===== src/rtl/tl_pkg.sv =====
// Shared traffic-light types: main FSM states plus the override sequencer states.
package tl_pkg;

    // Main traffic-light FSM states; S8_OVERRIDE requests the sequencer itself.
    typedef enum logic [3:0] {
        S0_A_STRAIGHT    = 4'd0,
        S1_A_YELLOW      = 4'd1,
        S2_A_LEFT        = 4'd2,
        S3_A_LEFT_YELLOW = 4'd3,
        S4_B_STRAIGHT    = 4'd4,
        S5_B_YELLOW      = 4'd5,
        S6_B_LEFT        = 4'd6,
        S7_B_LEFT_YELLOW = 4'd7,
        S8_OVERRIDE      = 4'd8
    } state_t;

    // Override sequencer states.
    typedef enum logic [2:0] {
        OVR_IDLE     = 3'd0,
        OVR_WAIT_MIN = 3'd1,
        OVR_YELLOW   = 3'd2,
        OVR_ALL_RED  = 3'd3,
        OVR_LOAD     = 3'd4,
        OVR_ACK      = 3'd5,
        OVR_COOLDOWN = 3'd6
    } ovr_seq_t;

    // Largest of three durations, used to size the shared phase timer.
    function automatic int max3(input int a, input int b, input int c);
        int m;
        m = (a > b) ? a : b;
        return (m > c) ? m : c;
    endfunction

endpackage


===== src/rtl/phase_timer.sv =====
// Down-counter for timed phases: load a value, count to zero, hold at zero.
module phase_timer #(
    parameter int W = 8
) (
    input  logic         clk,
    input  logic         rst,
    input  logic         load,
    input  logic [W-1:0] load_val,
    output logic         done
);

    logic [W-1:0] cnt_reg;

    // Reload on phase entry, otherwise count down and stop at zero (no wrap).
    always_ff @(posedge clk) begin
        if (rst) begin
            cnt_reg <= '0;
        end else if (load) begin
            cnt_reg <= load_val;
        end else if (cnt_reg != '0) begin
            cnt_reg <= cnt_reg - 1'b1;
        end
    end

    assign done = (cnt_reg == '0);

endmodule


===== src/rtl/override_sequencer.sv =====
// Override sequencer: takes a latched jump request, walks the lights through
// yellow and all-red clearance, loads the target state, then enforces a cooldown.
module override_sequencer
    import tl_pkg::*;
#(
    parameter int MIN_GREEN_CYC = 50_000_000,
    parameter int YELLOW_CYC    = 150_000_000,
    parameter int ALLRED_CYC    = 50_000_000,
    parameter int COOLDOWN_CYC  = 250_000_000
) (
    input  logic   clk,
    input  logic   rst,
    input  logic   jump_req,
    input  state_t jump_state,
    input  state_t cur_state,
    input  logic   in_green,
    input  logic   green_entry,
    output logic   accept_jump,
    output logic   ovr_active,
    output logic   ovr_yellow,
    output logic   ovr_all_red,
    output logic   load_en,
    output state_t load_state
);

    localparam int TMR_W = $clog2(max3(YELLOW_CYC, ALLRED_CYC, COOLDOWN_CYC) + 1);
    localparam int GRN_W = $clog2(MIN_GREEN_CYC + 1);

    // Timer is loaded with duration-1 so the state lasts exactly duration cycles.
    localparam logic [TMR_W-1:0] YELLOW_LOAD   = TMR_W'(YELLOW_CYC - 1);
    localparam logic [TMR_W-1:0] ALLRED_LOAD   = TMR_W'(ALLRED_CYC - 1);
    localparam logic [TMR_W-1:0] COOLDOWN_LOAD = TMR_W'(COOLDOWN_CYC - 1);
    localparam logic [GRN_W-1:0] MIN_GREEN     = GRN_W'(MIN_GREEN_CYC);

    ovr_seq_t          state_reg, state_next;
    state_t            target_reg;
    logic              target_load;
    logic [GRN_W-1:0]  green_cnt_reg;
    logic              min_ok;
    logic              tmr_load;
    logic [TMR_W-1:0]  tmr_load_val;
    logic              tmr_done;
    logic              trivial_req;

    phase_timer #(
        .W(TMR_W)
    ) u_phase_timer (
        .clk      (clk),
        .rst      (rst),
        .load     (tmr_load),
        .load_val (tmr_load_val),
        .done     (tmr_done)
    );

    // Time spent in the current green phase, saturating at the minimum.
    always_ff @(posedge clk) begin
        if (rst) begin
            green_cnt_reg <= '0;
        end else if (green_entry) begin
            green_cnt_reg <= '0;
        end else if (in_green && (green_cnt_reg != MIN_GREEN)) begin
            green_cnt_reg <= green_cnt_reg + 1'b1;
        end
    end

    assign min_ok = (green_cnt_reg >= MIN_GREEN);

    // A request that needs no light change: explicit override, or already there.
    assign trivial_req = (jump_state == S8_OVERRIDE) ||
                         ((jump_state == cur_state) && in_green);

    // Target is captured once when a real sequence starts; later input changes are ignored.
    always_ff @(posedge clk) begin
        if (rst) begin
            target_reg <= S0_A_STRAIGHT;
        end else if (target_load) begin
            target_reg <= jump_state;
        end
    end

    // State register.
    always_ff @(posedge clk) begin
        if (rst) begin
            state_reg <= OVR_IDLE;
        end else begin
            state_reg <= state_next;
        end
    end

    // Next-state logic; the timer is reloaded on every transition into a timed state.
    always_comb begin
        state_next   = state_reg;
        tmr_load     = 1'b0;
        tmr_load_val = '0;
        target_load  = 1'b0;
        case (state_reg)
            OVR_IDLE: begin
                if (jump_req) begin
                    if (trivial_req) begin
                        state_next = OVR_ACK;
                    end else begin
                        target_load = 1'b1;
                        if (!in_green) begin
                            state_next   = OVR_ALL_RED;
                            tmr_load     = 1'b1;
                            tmr_load_val = ALLRED_LOAD;
                        end else if (min_ok) begin
                            state_next   = OVR_YELLOW;
                            tmr_load     = 1'b1;
                            tmr_load_val = YELLOW_LOAD;
                        end else begin
                            state_next = OVR_WAIT_MIN;
                        end
                    end
                end
            end
            OVR_WAIT_MIN: begin
                // Green ending on its own skips yellow; nothing left to clear but red.
                if (!in_green) begin
                    state_next   = OVR_ALL_RED;
                    tmr_load     = 1'b1;
                    tmr_load_val = ALLRED_LOAD;
                end else if (min_ok) begin
                    state_next   = OVR_YELLOW;
                    tmr_load     = 1'b1;
                    tmr_load_val = YELLOW_LOAD;
                end
            end
            OVR_YELLOW: begin
                if (tmr_done) begin
                    state_next   = OVR_ALL_RED;
                    tmr_load     = 1'b1;
                    tmr_load_val = ALLRED_LOAD;
                end
            end
            OVR_ALL_RED: begin
                if (tmr_done) begin
                    state_next = OVR_LOAD;
                end
            end
            OVR_LOAD: begin
                state_next   = OVR_COOLDOWN;
                tmr_load     = 1'b1;
                tmr_load_val = COOLDOWN_LOAD;
            end
            OVR_ACK: begin
                state_next = OVR_IDLE;
            end
            OVR_COOLDOWN: begin
                if (tmr_done) begin
                    state_next = OVR_IDLE;
                end
            end
            default: begin
                state_next = OVR_IDLE;
            end
        endcase
    end

    // Moore output decode from the registered state.
    always_comb begin
        accept_jump = 1'b0;
        ovr_active  = 1'b0;
        ovr_yellow  = 1'b0;
        ovr_all_red = 1'b0;
        load_en     = 1'b0;
        case (state_reg)
            OVR_YELLOW: begin
                ovr_active = 1'b1;
                ovr_yellow = 1'b1;
            end
            OVR_ALL_RED: begin
                ovr_active  = 1'b1;
                ovr_all_red = 1'b1;
            end
            OVR_LOAD: begin
                ovr_active  = 1'b1;
                load_en     = 1'b1;
                accept_jump = 1'b1;
            end
            OVR_ACK: begin
                accept_jump = 1'b1;
            end
            default: begin
            end
        endcase
    end

    assign load_state = target_reg;

endmodule


===== config.mk =====
export PLATFORM = sky130hd
export DESIGN_NAME = override_sequencer
export DESIGN_NICKNAME = d
export VERILOG_FILES = /design/src/rtl/tl_pkg.sv /design/src/rtl/phase_timer.sv /design/src/rtl/override_sequencer.sv
export SDC_FILE = /design/constraint.sdc
export NUM_CORES = 1
export LEC_CHECK = 0
export BUFFER_PORTS_ARGS = -buffer_cell sky130_fd_sc_hd__buf_2
export CAP_MARGIN = 20
export CORE_MARGIN = 3
export CORE_UTILIZATION = 50
export CTS_BUF_LIST = sky130_fd_sc_hd__clkbuf_8
export CTS_CLUSTER_SIZE = 24
export DETAILED_ROUTE_END_ITERATION = 7
export PLACE_DENSITY_LB_ADDON = 0.15
export SLEW_MARGIN = 20
export SYNTH_ARGS = -nofsm -noshare
export SYNTH_HDL_FRONTEND = slang
export SYNTH_HIERARCHICAL = 1
export SYNTH_SLANG_ARGS = --single-unit

===== constraint.sdc =====
create_clock -name clk -period 4.9 [get_ports clk]
set_input_delay 0.245 -clock clk [delete_from_list [all_inputs] [get_ports clk]]
set_output_delay 0.245 -clock clk [all_outputs]
set_load 0.02 [all_outputs]

==> impl_metrics.csv, run 1 <==
group,metric,value,unit
status,status,"finished, final reports clean",
cts,hold_buffers,0,
pwr,p_leak,0.00139,uW
sta,fmax,297,MHz
grt,overflow,0,
cells_and_area,antennaDiodeCount,0,
logic_synthesis,yosys-top-cells-count,"dfxtp_1 (61), nor2_1 (49), nand2_1 (40)",
floorplan,die_y,90.0,um
setup_path,worstPathCellList,"nor3_1 > nand2_2 > nor4b_4 > buf_4 > a21oi_1 > or2_2 > o21ai_1 > clkinv_1 > buf_4 > nor2_1 > nand2_1 > o21ai_0",
logic_synthesis,yosys_warnings,6,
sta,fin_hold_ws,191,ps
route,highest_layer,"met4",
setup_path,arrival,3640,ps
placed_design,dpl.cell_count,528,
route,routed_wl,7.41,mm
setup_path,crit_family,"simple AND/OR/NAND/NOR gates",
grt,grt_usage,0.186,
floorplan,start_util,0.534,
logic_synthesis,netlist_area,3530,um2
cells_and_area,largest_reg_flops,28,
sta,hold_viol,0,
pwr,switching_share,0.398,
cts,post_cts_buffers,0,
run,drv_cap,0,
cells_and_area,regArea,1220,um2
logic_synthesis,synthArstFlopShare,0,
route,drc,0,
route,vias,3002,
logic_synthesis,synth.distinct_cells,59,
cts,clk_latency,340,ps
floorplan,rows,29,
setup_path,cp-start-kind,"flop",
logic_synthesis,ys_seq_elements,61,
floorplan,die_x,90.0,um
pwr,power_frac_comb,0.419,
setup_path,crit_top_cell,"buf_4",
cells_and_area,fin_cells,544,
sta,rsz0062_at_grt,"false",
route,wl_met3,394,um
route,routed_via_density,5.52,
route,drtAntennaViolNets,0,
cts,clk_pin_slew_worst_paths,70,ps
setup_path,critical_path_class,"flop to flop",
min_path,hp-class,"input port to flop",
sta,fin_setup_tns,0,ps
sta,finalMaxSlewViolations,0,
sta,setup_slack,1530,ps
logic_synthesis,yosysTopAreaCell,"dfxtp_1",
sta,clock_skew,8.54,ps
logic_synthesis,synth_area_leaders,"dfxtp_1 (35%), xnor2_1 (9.7%), nor2_1 (5.2%)",
floorplan,core,6600,um2
cells_and_area,syn_to_final_growth,10.9,%
setup_path,slowest_stage,"nor2_1",
sta,tightest_slew,813,ps
setup_path,critPathCaptureType,"flop",
logic_synthesis,syn_inst,426,
cts,numCtsBuffers,9,
cells_and_area,nFillCells,613,
cts,htree_num_levels,3,
cts,cts-root-buf,"clkbuf_8",
floorplan,die_area,8100,um2
pwr,p_clk_frac,0.242,
sta,min_period,3370,ps
cts,cts_tree,"built",
grt,antenna_found_initial,0,
grt,grt_max_degree,27,
pwr,p_sw,824,uW
sta,maxSlewHeadroom,0.453,
pwr,powerDensity,529,nW/um2
placed_design,gp_congestion,0.799,
cts,cts.sinks,61,
sta,min_period_over_period,0.688,
cells_and_area,multi_input_area,2160,um2
logic_synthesis,synth.most_common_cell,"dfxtp_1",
route,dr.pass1.iters,4,
placed_design,pre_cts_slack,1550,ps
logic_synthesis,synth_top_area_frac,0.346,
setup_path,cp_num_buf_inv,3,
logic_synthesis,syn_area_per_cell,8.28,um2
route,wl_met2,3.17,mm
setup_path,crit_fanout,24,
route,wl_per_cell,13.6,um
pwr,p_int,1250,uW
pwr,pwr-share-seq,0.339,
floorplan,io_pins,22,
grt,grt_pass1_wl,12.6,mm
setup_path,slowest_delay,620,ps
cts,cts_max_path_buffers,2,
logic_synthesis,synth_seq_area_share,0.346,
cells_and_area,layout-drive-gt1-share,0.160,
cells_and_area,nets,463,
route,wl_met1,3.78,mm
sta,finalSetupViolCount,0,
placed_design,hpwl,5.10,mm
pwr,peakVddDrop,0.000254,V
route,drt-initial-drc-count,155,
pwr,p_total,2070,uW
logic_synthesis,synth-main-ff-cell,"dfxtp_1",
grt,grt_pass1_vias,2699,
placed_design,port_buffers,21,
logic_synthesis,synth_edf_count,0,
cts,cts-resized-gates,0,
setup_path,critPathRequiredTime,5160,ps
## worst reg2reg max path, cell delays in order (launching register included)
cell      delay [ps]
dfxtp_1          350
nor3_1           570
nand2_2          170
nor4b_4          280
buf_4            300
a21oi_1          100
or2_2            290
o21ai_1          110
clkinv_1          80
buf_4            210
nor2_1           630
nand2_1          150
o21ai_0          100
## power groups by stage
stage	logic, uW	registers, uW	clock network, uW
floorplan	707	687	0
global placement	845	708	0
detailed placement	856	710	0
CTS	865	701	514
global route	952	718	537
finish	869	702	501
## logic make-up after synthesis
logic type,after synthesis,share of synthesized area
compound gates,67,0.134
xor+xnor,44,0.109
fa+ha+maj,4,0.0142
buf+inv,35,0.0461
flops,61,0.346
mux,5,0.0142
other cells,1,0.00106
simple gates,209,0.335
## path summary, 6_finish.rpt
path	endpoint	slack (ps)	cells after the start	from
hold reg to reg	load_state[0]	500	2	load_state[0]
setup / recovery	u_phase_timer/cnt_reg[18]	1530	12	u_phase_timer/cnt_reg[9]
setup reg to reg	u_phase_timer/cnt_reg[18]	1530	12	u_phase_timer/cnt_reg[9]
hold / removal	load_state[0]	190	3	jump_state[0]
## layout make-up
cell class / instances / area share
multi-input combinational: 334 / 0.552
sequential: 61 / 0.312
inverter: 15 / 0.0144
clock buffer: 10 / 0.0352
clock inverter: 6 / 0.0221
timing repair buffer: 25 / 0.0345
tap: 93 / 0.0297
## through the flow
stage	instance area (um2)	util
detailed placement	3690	0.559
finish	3910	0.592
CTS	3910	0.592
global placement	3690	0.559
global route	3910	0.592
floorplan	3540	-
## per-layer routing
layer	vias up	GRT usage
li1	1547	-
met2	71	0.264
met1	1378	0.273
met4	0	0.0612
met3	6	0.0484
met5	-	0
## cells in the final DEF, fill, tap and decap left out, types with 5 or more instances in the layout
cell type  Yosys  routed
o21ai_1        9      10
o211ai_1       7       7
or2_2          5       5
a21oi_1        8       8
nor2_1        49      49
nand2_1       40      40
buf_2          2      21
nand4_1        8       8
nor3_1        24      24
nor2b_1        5       5
nor4_1         9       9
xor2_1         5       5
conb_1         1       5
nor4_2         5       5
inv_1         14      14
or4_1          7       7
mux2i_1        5       5
nand3_1       19      19
or3_1         10      10
dfxtp_1       61      61
clkbuf_8       1      10
xnor2_1       39      39
o21ai_0       18      17
Note: power is estimated with default switching activity, not from simulation.
==> run 2, diff against run 1 <==
ABC_AREA = 1   (was unset)
clock period = 3.4 ns   (was 4.9 ns; I/O delays follow)
==> run 2 against run 1 <==
Compared with the run above:
- die area is 18% higher
- via count is 36% higher
- routed wire length is 35% higher
- critical path depth is 2 higher
- clock skew is 3.3 ps higher
- combinational power grew to 2.5 times the previous value
- fmax is 24% higher
- hold slack worse by 23 ps
- sequential power is 47% higher
- non-clock buffer count is 3 lower
- first-iteration DRC count is 66% higher
- largest power group unchanged
- highest routed layer unchanged
==> impl_metrics.csv, run 2 <==
group,metric,value,unit
grt,busiest_layer,"met1",
floorplan,core,7970,um2
placed_design,hpwl,7.54,mm
logic_synthesis,synth_seq_area_share,0.289,
sta,fin_setup_tns,0,ps
cts,hold_buffers,0,
cts,numCtsBuffers,9,
pwr,switching_share,0.497,
logic_synthesis,synth_edf_count,0,
pwr,power_frac_comb,0.571,
cells_and_area,antennaDiodeCount,0,
placed_design,gp_congestion,0.913,
pwr,powerDensity,840,nW/um2
status,status,"finished, final reports clean",
setup_path,critPathCaptureType,"flop",
setup_path,cp-start-kind,"flop",
logic_synthesis,synth-main-ff-cell,"dfxtp_1",
route,drc,0,
setup_path,critical_path_class,"flop to flop",
pwr,pwr-share-seq,0.269,
grt,grt_pass1_vias,3853,
sta,fmax,367,MHz
route,dr.pass1.iters,6,
floorplan,die_area,9600,um2
cts,cts_max_path_buffers,2,
logic_synthesis,synth_area_leaders,"dfxtp_1 (29%), nand2_1 (16%), nor2_1 (7.7%)",
sta,clock_skew,11.8,ps
logic_synthesis,yosys_warnings,6,
setup_path,regToRegSetupSlack,680,ps
sta,min_period,2720,ps
setup_path,slowest_delay,510,ps
grt,antenna_found_initial,0,
logic_synthesis,netlist_area,4230,um2
logic_synthesis,yosys-top-cells-count,"nand2_1 (184), nor2_1 (87), dfxtp_1 (61)",
cts,cts_tree,"built",
cells_and_area,largest_reg_flops,28,
floorplan,start_util,0.531,
route,vias,4075,
logic_synthesis,ys_seq_elements,61,
route,wl_per_cell,12.7,um
grt,grt_max_degree,35,
min_path,hp-class,"input port to flop",
pwr,p_sw,1910,uW
logic_synthesis,syn_inst,657,
logic_synthesis,synth_top_area_frac,0.289,
setup_path,crit_fanout,19,
setup_path,slowest_stage,"nand2_1",
cells_and_area,regArea,1220,um2
cts,htree_num_levels,3,
sta,maxSlewHeadroom,0.496,
cells_and_area,final_cell_mix,"nand2_1 (184), nor2_1 (87), inv_1 (61), dfxtp_1 (61), a21oi_1 (54)",
setup_path,critPathRequiredTime,3640,ps
sta,rsz0062_at_grt,"false",
cells_and_area,syn_to_final_growth,7.99,%
floorplan,die_y,98.0,um
cts,cts.sinks,61,
sta,hold_viol,0,
grt,grtUsageMet1,0.322,
route,drt-initial-drc-count,258,
logic_synthesis,synthArstFlopShare,0,
route,routed_via_density,5.18,
setup_path,arrival,2960,ps
route,drtAntennaViolNets,0,
run,drv_cap,0,
logic_synthesis,yosysTopAreaCell,"dfxtp_1",
cells_and_area,nets,698,
logic_synthesis,synth.distinct_cells,39,
grt,use_met3,0.0293,
placed_design,port_buffers,21,
floorplan,io_pins,22,
grt,grt_util_met2,0.319,
logic_synthesis,syn_area_per_cell,6.44,um2
cells_and_area,final_common_cell,"nand2_1",
sta,tightest_slew,756,ps
cts,post_cts_buffers,0,
logic_synthesis,synth.most_common_cell,"nand2_1",
sta,min_period_over_period,0.801,
floorplan,die_x,98.0,um
pwr,p_int,1930,uW
cells_and_area,nFillCells,793,
setup_path,crit_family,"simple AND/OR/NAND/NOR gates",
cts,clk_latency,330,ps
cts,cts-resized-gates,0,
pwr,p_total,3830,uW
pwr,p_leak,0.00197,uW
pwr,p_clk_frac,0.160,
cts,clk_pin_slew_worst_paths,60,ps
cells_and_area,multi_input_area,2650,um2
floorplan,rows,32,
grt,grt_usage,0.216,
cts,cts-root-buf,"clkbuf_8",
pwr,peakVddDrop,0.000593,V
sta,finalSetupViolCount,0,
setup_path,cp_num_buf_inv,4,
route,routed_wl,9.99,mm
grt,overflow,0,
grt,grt_pass1_wl,17.3,mm
setup_path,worstPathCellList,"inv_1 > ha_1 > nand2_1 > nor2_1 > nand3_2 > nor2_8 > inv_1 > nor2_1 > nor2_1 > nand2_1 > inv_1 > nand2_2 > clkinv_1 > nor3_1",
sta,finalMaxSlewViolations,0,
cells_and_area,layout-drive-gt1-share,0.154,
run 2: cell types whose count changed in the layout (fill, tap and decap cells not counted), sizes merged, moves of 9 or more:
cell | before | now
o21ai | 30 | 19
inv | 14 | 72
nor2 | 49 | 108
nor3 | 24 | 15
a21oi | 8 | 61
nor4 | 17 | 0
xor2 | 5 | 17
nand2 | 43 | 204
xnor2 | 39 | 11
nand4 | 11 | 20
nand3 | 19 | 41
or3 | 10 | 0
run 2: kinds of logic (layout without fill, tap and decap cells):
| family | after synthesis | count (layout) | share of synthesized area |
|---|---|---|---|
| AO/OA/AOI/OAI | 85 | 85 | 0.111 |
| buffers and inverters | 85 | 108 | 0.0876 |
| adder cells (fa/ha/maj) | 4 | 4 | 0.0118 |
| flip-flops | 61 | 61 | 0.289 |
| XOR/XNOR | 28 | 28 | 0.0580 |
| AND/OR/NAND/NOR | 393 | 393 | 0.442 |
| other | 1 | 5 | 0.000887 |
run 2: final timing paths:
path / startpoint / to / depth (start not counted)
worst max-delay path: u_phase_timer/cnt_reg[0] / u_phase_timer/cnt_reg[4] / 14
worst min register to register: load_state[2] / load_state[2] / 2
worst max register to register: u_phase_timer/cnt_reg[0] / u_phase_timer/cnt_reg[4] / 14
worst min-delay path: green_entry / green_cnt_reg[12] / 4
run 2: worst min-delay path: stages:
cell and delay [ps]:
buf_2 80, nor2_2 80, nand2_1 80, a21oi_1 40
run 2: cell type report:
cell class / instances / share of cell area
multi-input combinational: 515 / 0.581
sequential: 61 / 0.267
inverter: 72 / 0.0597
clock buffer: 10 / 0.0301
tap: 102 / 0.0279
timing repair buffer: 22 / 0.0247
clock inverter: 4 / 0.00932
run 2: routing by layer:
| metal | wire length [um] | vias up |
|---|---|---|
| li1 | - | 2132 |
| met5 | 0 | - |
| met2 | 4170 | 130 |
| met3 | 599 | 11 |
| met1 | 5120 | 1802 |
| met4 | 102 | 0 |
run 2: stage by stage:
stage / hold WS, ps / area, um2 / worst slack (ps) / std cells / util
after floorplan: 239 / 4240 / 870 / 661 / -
after global placement: 431 / 4390 / 821 / 772 / 0.551
after detailed placement: 443 / 4390 / 683 / 772 / 0.551
after CTS: 157 / 4570 / 666 / 786 / 0.573
after global routing: 180 / 4570 / 403 / 786 / 0.573
final: 168 / 4570 / 677 / 786 / 0.573
run 2: power by group through the flow:
stage	Combinational [uW]	Clock, uW	Sequential [uW]
floorplan	1790	0	1010
global placement	2120	0	1040
detailed placement	2150	0	1040
CTS	2160	631	1030
global route	2460	662	1050
finish	2190	614	1030
